`config.mk`:
```
export PLATFORM = sky130hd
export DESIGN_NAME = pipe_hazard_ctrl
export DESIGN_NICKNAME = d
export VERILOG_FILES = /design/src/rtl/pipe_ctrl_pkg.sv /design/src/rtl/pipe_hazard_ctrl_load_use.sv /design/src/rtl/pipe_hazard_ctrl.sv
export SDC_FILE = /design/constraint.sdc
export NUM_CORES = 1
export LEC_CHECK = 0
export ABC_AREA = 1
export CELL_PAD_IN_SITES_DETAIL_PLACEMENT = 0
export CELL_PAD_IN_SITES_GLOBAL_PLACEMENT = 1
export CORE_MARGIN = 10
export CORE_UTILIZATION = 38
export DETAILED_ROUTE_END_ITERATION = 6
export PLACE_DENSITY = 0.87
export SYNTH_ARGS = -nofsm -noshare
export SYNTH_HDL_FRONTEND = slang
export SYNTH_HIERARCHICAL = 1
export SYNTH_SLANG_ARGS = --single-unit
```
`constraint.sdc`:
```
create_clock -name clk -period 2.95 [get_ports clk]
set_input_delay 0.4425 -clock clk [delete_from_list [all_inputs] [get_ports clk]]
set_output_delay 0.4425 -clock clk [all_outputs]
set_load 0.02 [all_outputs]
```
`src/rtl/pipe_ctrl_pkg.sv`:
```
// Shared types and constants for the pipeline hazard controller.
// State ST_IRQ is only reachable when PIPE_CTRL_IRQ_EN is defined.
package pipe_ctrl_pkg;

  typedef enum logic [1:0] {
    ST_RUN     = 2'd0,
    ST_MEMWAIT = 2'd1,
    ST_IRQ     = 2'd2
  } state_e;

  localparam logic [4:0] REG_ZERO = 5'd0;

endpackage

```
`src/rtl/pipe_hazard_ctrl_load_use.sv`:
```
// Load-use comparator: flags an ID-stage source that needs the value a load in EX
// has not produced yet. Writes to r0 are discarded, so they never create a hazard.
module load_use_detect
  import pipe_ctrl_pkg::*;
(
  input  logic [4:0] id_rs,
  input  logic [4:0] id_rt,
  input  logic       id_uses_rt,
  input  logic       ex_memrd,
  input  logic [4:0] ex_rt,
  output logic       hazard
);

  logic rs_match_s;
  logic rt_match_s;

  assign rs_match_s = (ex_rt == id_rs);
  assign rt_match_s = id_uses_rt & (ex_rt == id_rt);
  assign hazard     = ex_memrd & (ex_rt != REG_ZERO) & (rs_match_s | rt_match_s);

endmodule

```
`src/rtl/pipe_hazard_ctrl.sv`:
```
// Stage enable/flush sequencer for the 5-stage pipeline, with data-memory wait timeout
// and a saturating stall counter. Optional interrupt entry is built with PIPE_CTRL_IRQ_EN.
module pipe_hazard_ctrl
  import pipe_ctrl_pkg::*;
#(
  parameter int MEM_TIMEOUT = 64,
  parameter int CNT_W       = 32
) (
  input  logic             clk,
  input  logic             rst,
  input  logic [4:0]       id_rs,
  input  logic [4:0]       id_rt,
  input  logic             id_uses_rt,
  input  logic             id_jump,
  input  logic             ex_memrd,
  input  logic [4:0]       ex_rt,
  input  logic             ex_branch_taken,
  input  logic             mem_req,
  input  logic             mem_ready,
  output logic             pc_we,
  output logic             ifid_we,
  output logic             ifid_flush,
  output logic             idex_flush,
  output logic             exmem_we,
  output logic             mem_err,
  output logic [CNT_W-1:0] stall_cnt
`ifdef PIPE_CTRL_IRQ_EN
  ,
  input  logic             irq,
  output logic             irq_ack,
  output logic             pc_sel_exc
`endif
);

  localparam int                WAIT_W    = (MEM_TIMEOUT > 2) ? $clog2(MEM_TIMEOUT) : 1;
  localparam logic [WAIT_W-1:0] WAIT_LAST = WAIT_W'(MEM_TIMEOUT - 1);
  localparam logic [CNT_W-1:0]  CNT_MAX   = {CNT_W{1'b1}};

  state_e             state_r;
  state_e             state_nxt_s;
  logic [WAIT_W-1:0]  wait_cnt_r;
  logic [WAIT_W-1:0]  wait_nxt_s;
  logic               mem_err_r;
  logic               timeout_s;
  logic [CNT_W-1:0]   stall_cnt_r;
  logic               hazard_s;

  load_use_detect u_load_use (
    .id_rs      (id_rs),
    .id_rt      (id_rt),
    .id_uses_rt (id_uses_rt),
    .ex_memrd   (ex_memrd),
    .ex_rt      (ex_rt),
    .hazard     (hazard_s)
  );

  // Stage controls and next-state decode from current state and pipeline inputs
  always_comb begin
    pc_we       = 1'b1;
    ifid_we     = 1'b1;
    exmem_we    = 1'b1;
    ifid_flush  = 1'b0;
    idex_flush  = 1'b0;
    state_nxt_s = state_r;
    wait_nxt_s  = wait_cnt_r;
    timeout_s   = 1'b0;
`ifdef PIPE_CTRL_IRQ_EN
    irq_ack     = 1'b0;
    pc_sel_exc  = 1'b0;
`endif
    if (rst) begin
      pc_we       = 1'b0;
      ifid_we     = 1'b0;
      exmem_we    = 1'b0;
      ifid_flush  = 1'b1;
      idex_flush  = 1'b1;
      state_nxt_s = ST_RUN;
      wait_nxt_s  = {WAIT_W{1'b0}};
    end else begin
      case (state_r)
        ST_MEMWAIT: begin
          // Dropped request counts as completion; timeout releases the pipeline too
          if (!mem_req || mem_ready) begin
            state_nxt_s = ST_RUN;
            wait_nxt_s  = {WAIT_W{1'b0}};
          end else if (wait_cnt_r == WAIT_LAST) begin
            state_nxt_s = ST_RUN;
            wait_nxt_s  = {WAIT_W{1'b0}};
            timeout_s   = 1'b1;
          end else begin
            pc_we      = 1'b0;
            ifid_we    = 1'b0;
            exmem_we   = 1'b0;
            wait_nxt_s = wait_cnt_r + WAIT_W'(1);
          end
        end
        ST_RUN, ST_IRQ: begin
`ifdef PIPE_CTRL_IRQ_EN
          if ((state_r == ST_IRQ) && irq) begin
            state_nxt_s = ST_IRQ;
          end else begin
            state_nxt_s = ST_RUN;
          end
`else
          state_nxt_s = ST_RUN;
`endif
          wait_nxt_s = {WAIT_W{1'b0}};
          if (mem_req && !mem_ready) begin
            pc_we       = 1'b0;
            ifid_we     = 1'b0;
            exmem_we    = 1'b0;
            state_nxt_s = ST_MEMWAIT;
          end else if (ex_branch_taken) begin
            ifid_flush = 1'b1;
            idex_flush = 1'b1;
`ifdef PIPE_CTRL_IRQ_EN
          end else if (irq && (state_r == ST_RUN)) begin
            ifid_flush  = 1'b1;
            idex_flush  = 1'b1;
            pc_sel_exc  = 1'b1;
            irq_ack     = 1'b1;
            state_nxt_s = ST_IRQ;
`endif
          end else if (hazard_s) begin
            pc_we      = 1'b0;
            ifid_we    = 1'b0;
            idex_flush = 1'b1;
          end else if (id_jump) begin
            ifid_flush = 1'b1;
          end else begin
            ifid_flush = 1'b0;
          end
        end
        default: begin
          state_nxt_s = ST_RUN;
          wait_nxt_s  = {WAIT_W{1'b0}};
        end
      endcase
    end
  end

  // State, wait counter, sticky timeout flag and saturating stall counter
  always_ff @(posedge clk or posedge rst) begin
    if (rst) begin
      state_r     <= ST_RUN;
      wait_cnt_r  <= {WAIT_W{1'b0}};
      mem_err_r   <= 1'b0;
      stall_cnt_r <= {CNT_W{1'b0}};
    end else begin
      state_r    <= state_nxt_s;
      wait_cnt_r <= wait_nxt_s;
      if (timeout_s) begin
        mem_err_r <= 1'b1;
      end else begin
        mem_err_r <= mem_err_r;
      end
      if (!pc_we && (stall_cnt_r != CNT_MAX)) begin
        stall_cnt_r <= stall_cnt_r + CNT_W'(1);
      end else begin
        stall_cnt_r <= stall_cnt_r;
      end
    end
  end

  assign mem_err   = mem_err_r;
  assign stall_cnt = stall_cnt_r;

endmodule

```
* After elaboration in Yosys (flattened, before gate mapping)
Index checks and enable logic that the tools add are counted.
** Word-level totals
- Output and inout port bits :: 38
- Input bits :: 23
- Register bits after elaboration :: 41
- Word-level logic and storage cells :: 59
** Cells by class
- Equality and inequality tests :: 7
- Multiplexer cells :: 33
- Bitwise logic cells :: 4
- Add/sub/neg operators :: 2
- Reduce and logical (&&, ||, !) cells :: 9
** Operators with widths (count)
- 32-bit by 1-bit adder with 32-bit output, second input constant :: 1
- 32-bit != test, second input constant :: 1
- 6-bit 2-to-1 mux :: 4
- 1-bit 2-to-1 mux :: 23
- 5-bit equality test :: 2
- 6-bit by 1-bit adder with 6-bit output, second input constant :: 1
- 6-bit equality test, second input constant :: 1
- 2-bit 2-to-1 mux :: 3
- 5-bit nonzero test :: 1
- 4-bit != test, second input constant :: 1
- 1-bit case mux with 2 select lines :: 2
- 2-bit case mux with 2 select lines :: 1
- 1-bit AND :: 3
- 1-bit logical NOT :: 3
- 2-bit by 1-bit equality test with 1-bit output, second input constant :: 1
- 2-bit equality test, second input constant :: 1
- 1-bit logical AND :: 2
- 2-bit logical NOT :: 1
- 2-bit OR reduction :: 1
- 1-bit logical OR :: 1
- 1-bit bitwise OR :: 1

* Longest topological paths before layout
- Depth after elaboration :: 11
- Mapped depth :: 15
- Depth with buffers taken out :: 14

* Hierarchy
Netlist, hierarchy kept.
** By module, submodules not included
- pipe_hazard_ctrl :: cells an instance 406, instances 1, sequential area each 1001.0 um^2, area each 2596.2 um^2
- load_use_detect :: cells an instance 52, instances 1, sequential area each 0.0 um^2, area each 206.4 um^2

* Least setup slack after synthesis
OpenSTA, ideal clock, no wires.
- Kind :: input port to output port
- From :: input rst
- To :: output pc_we
- Buffers on the path :: 1
- Slack :: 0.478 ns
- Data required time :: 2.508 ns
- Cell stages on the path :: 6
- Data arrival time :: 2.029 ns
- Cells stage by stage :: inv_1 nand2_1 nor2_1 nand2_1 inv_1 buf_4
** On the way
- Longest elaborated chain between the ends :: 1
** RTL lines
- start: declaration :: line pipe_hazard_ctrl.sv:10 : input logic rst,
- 1-bit 2-to-1 mux
- end: declaration :: line pipe_hazard_ctrl.sv:20 : output logic pc_we,
No other way between the ends.

* Final worst setup path
- From :: input ex_rt[3]
- To :: output pc_we
** On the way
- Longest elaborated chain between the ends :: 9
- Elaborated cells between the ends (all ways) :: 12
- Those cells by class :: eq/ne (2); mux (5); bitwise (4); reduce/logical (1)
** RTL lines
- start: declaration :: line pipe_hazard_ctrl.sv:16 : input logic [4:0] ex_rt,
- 5-bit equality test :: line pipe_hazard_ctrl_load_use.sv:18 : assign rt_match_s = id_uses_rt & (ex_rt == id_rt);
- 1-bit AND :: line pipe_hazard_ctrl_load_use.sv:18
- 1-bit bitwise OR :: line pipe_hazard_ctrl_load_use.sv:19 : assign hazard = ex_memrd & (ex_rt != REG_ZERO) & (rs_match_s | rt_match_s);
- 1-bit AND (*) :: line pipe_hazard_ctrl_load_use.sv:19
- net hazard_s :: line pipe_hazard_ctrl.sv:46 : logic hazard_s;
- 1-bit 2-to-1 mux (*) :: line pipe_hazard_ctrl.sv:124 : end else if (hazard_s) begin
- 1-bit 2-to-1 mux (*) :: line pipe_hazard_ctrl.sv:113 : end else if (ex_branch_taken) begin
- 1-bit 2-to-1 mux (*) :: line pipe_hazard_ctrl.sv:108 : if (mem_req && !mem_ready) begin
- 1-bit case mux with 2 select lines (*) :: line pipe_hazard_ctrl.sv:80 : case (state_r)
- 1-bit 2-to-1 mux (*) :: line pipe_hazard_ctrl.sv:71 : if (rst) begin
Mark *: on every way through the listed nets, which the timed path passes. The rest lies on a longest branch.

==> flow_metrics.env <==
export IMPL_antenna_found_initial=0
export IMPL_wirelength_um=7750
export IMPL_holdBufCountCts=0
export IMPL_drv_slew=0
export IMPL_final_util_pct=50.0
export IMPL_rows=31
export IMPL_yosysSeqAreaShare_pct=35.7
export IMPL_path_buf_inv=5
export IMPL_io_pins=61
export IMPL_antennaDiodeCount=0
export IMPL_hold_ws_ns=0.491
export IMPL_cp_cell_sequence="clkdlybuf4s50_1 > inv_1 > nand2_1 > nand2_1 > nor2_1 > nand3_1 > a21oi_1 > inv_1 > nor3_1 > nor2_1 > nand2_1 > inv_1 > dlymetal6s2s_1"
export IMPL_hold_viol=0
export IMPL_crit_fanout=3
export IMPL_fillers=767
export IMPL_ant_nets=0
export IMPL_critPathRequiredTime_ns=2.51
export IMPL_ir_drop_uv=315
export IMPL_ctsHtreeMaxLevel=2
export IMPL_dp_hpwl_um=6210
export IMPL_worstSetupEndpointType="output pin"
export IMPL_dieArea_um2=11200
export IMPL_finalSetupViolCount=0
export IMPL_grt_max_degree=29
export IMPL_cp_top_family="buffers and inverters"
export IMPL_clk_pin_slew_worst_paths_ns=0.08
export IMPL_p_leak_nw=1.71
export IMPL_post_cts_buffers=0
export IMPL_fin_tns_setup_ns=0
export IMPL_slowest_stage="clkdlybuf4s50_1"
export IMPL_first_iter_violations=116
export IMPL_cts_sinks=40
export IMPL_route_detailed_drc=0
export IMPL_grt_pass1_vias=2800
export IMPL_cp_arrival_ns=2.09
export IMPL_clk_path_buf_depth=2
export IMPL_cts_resized=0
export IMPL_portBuffers=60
export IMPL_areaGrowthSynthToFinish_pct=28.7
export IMPL_syn_nets=483
export IMPL_synth_cell_types=24
export IMPL_synth_area_per_cell_um2=6.12
export IMPL_core_um2=7210
export IMPL_syn_area_um2=2800
export IMPL_viasPerCell=4.66
export IMPL_status="finished, final reports clean"
export IMPL_overflow=0
export IMPL_holdCritPathClass="flop to flop"
export IMPL_grt_usage_pct=14.3
export IMPL_synthCells=458
export IMPL_vias=2902
export IMPL_avgRoutedWirePerCell_um=12.4
export IMPL_cp_start_kind="input pin"
export IMPL_fmax_mhz=395
export IMPL_yosys_warnings=6
export IMPL_drive_above_1_share_pct=4.58
export IMPL_place_congestion=0.830
export IMPL_period_minus_slack_ns=2.53
export IMPL_crit_type="input pin to output pin"
export IMPL_grt_setup_unrepaired="false"
export IMPL_cts_tree="built"
export IMPL_worstMarginPinSlew_ns=0.343
export IMPL_die_h_um=106
export IMPL_root_buffer="clkbuf_8"
export IMPL_slew_headroom_pct=77.0
export IMPL_powerDensity_nw_per_um2=378
export IMPL_die_w_um=106
export IMPL_drv_cap=0
export IMPL_synth_seq_cells=40
export IMPL_finalPower_mw=1.36
export IMPL_fin_nets=548
export IMPL_cpPeakStageDelay_ns=0.50
export IMPL_clk_latency_ns=0.30
export IMPL_initial_core_util_pct=38.8
export IMPL_cts_made_buffers=5
export IMPL_finClkSkew_ns=0.00996
export IMPL_first_pass_iters=4
export IMPL_grt_pass1_wl_um=13500
export IMPL_fin_crit_sh_pct=85.7
cells by family (layout without fill, tap and decap cells):
logic type	after synthesis	count (layout)	synth area share, %
simple gates	331	331	47.1
buf+inv	53	119	8.26
flops	40	40	35.7
compound gates	17	17	3.35
xor+xnor	15	15	4.69
fa+ha+maj	2	2	0.893
worst reg2reg max path: cells and delay by family (launching register included):
family	cells	cell delay (ns)
adders and majority gates	1	0.32
buffers and inverters	2	0.40
AOI/OAI and AO/OA	1	0.11
and+or+nand+nor	5	0.66
DFF	1	0.47
cell type report:
| class | count | area [um2] | area share (%) |
|---|---|---|---|
| sequential | 40 | 1000 | 27.7 |
| tap | 99 | 124 | 3.43 |
| timing repair buffer | 64 | 641 | 17.8 |
| multi-input combinational | 365 | 1570 | 43.5 |
| clock buffer | 5 | 68.8 | 1.91 |
| inverter | 47 | 179 | 4.96 |
| clock inverter | 3 | 23.8 | 0.659 |
power by group:
part / internal [mW] / switching (mW) / leakage (nW)
combinational: 0.152 / 0.183 / 1.12
clock: 0.168 / 0.218 / 0.0404
sequential: 0.582 / 0.0606 / 0.550
total: 0.902 / 0.461 / 1.71
state kept, by name, summed over array words and instances, names as in the netlist:
signal      count
stall_cnt      32
mem_err         1
wait_cnt_r      6
state_r         1
routing by layer:
metal / GRT usage, % / vias up / share of wire, %
li1: - / 1511 / -
met1: 18.5 / 1326 / 47
met2: 24.1 / 59 / 47
met3: 2.62 / 6 / 4.3
met4: 3.48 / 0 / 0.92
met5: 0 / - / 0
per-stage QoR:
step | area, um2 | setup WS (ns) | instances
6_report | 3610 | 0.421 | 623
5_1_grt | 3610 | 0.153 | 623
4_1_cts | 3600 | 0.0540 | 623
3_5_place_dp | 3500 | 0.0600 | 615
3_3_place_gp | 3500 | 0.111 | 615
2_1_floorplan | 2800 | 0.478 | 458
cell usage after synthesis, drive strengths merged:
cell	instances	area [um2]
a21boi	1	7.51
a21oi	5	25.0
a31o	1	8.76
buf	6	52.6
dfrtp	40	1000
ha	2	25.0
inv	47	179
nand2	228	871
nand3	22	110
nand3b	2	15.0
nand4	2	12.5
nor2	75	302
nor3	2	10.0
o21ai	9	45.0
o21bai	1	7.51
xnor2	7	61.3
xor2	8	70.1
worst paths after layout:
check | startpoint | endpoint | slack, ns | cells after the start
max | ex_rt[3] | pc_we | 0.42 | 13
min | mem_err | mem_err | 0.49 | 1
max reg2reg | stall_cnt[0] | stall_cnt[6] | 0.87 | 9
min reg2reg | mem_err | mem_err | 0.49 | 1
max in group asynchronous | rst | stall_cnt[27] | 2.05 | 3
min in group asynchronous | rst | stall_cnt[20] | 0.63 | 3
placed cells by master, fill, tap and decap left out, types with 3 or more instances in the layout:
cell type,instances
nand3_1,22
xnor2_1,7
dfrtp_1,40
dlymetal6s2s_1,4
o21ai_0,9
nor2_1,71
nand2_2,3
a21oi_1,5
xor2_1,8
buf_4,4
clkdlybuf4s50_1,56
clkbuf_8,5
nand2_1,224
inv_1,44
Note: power is estimated with default switching activity, not from simulation.
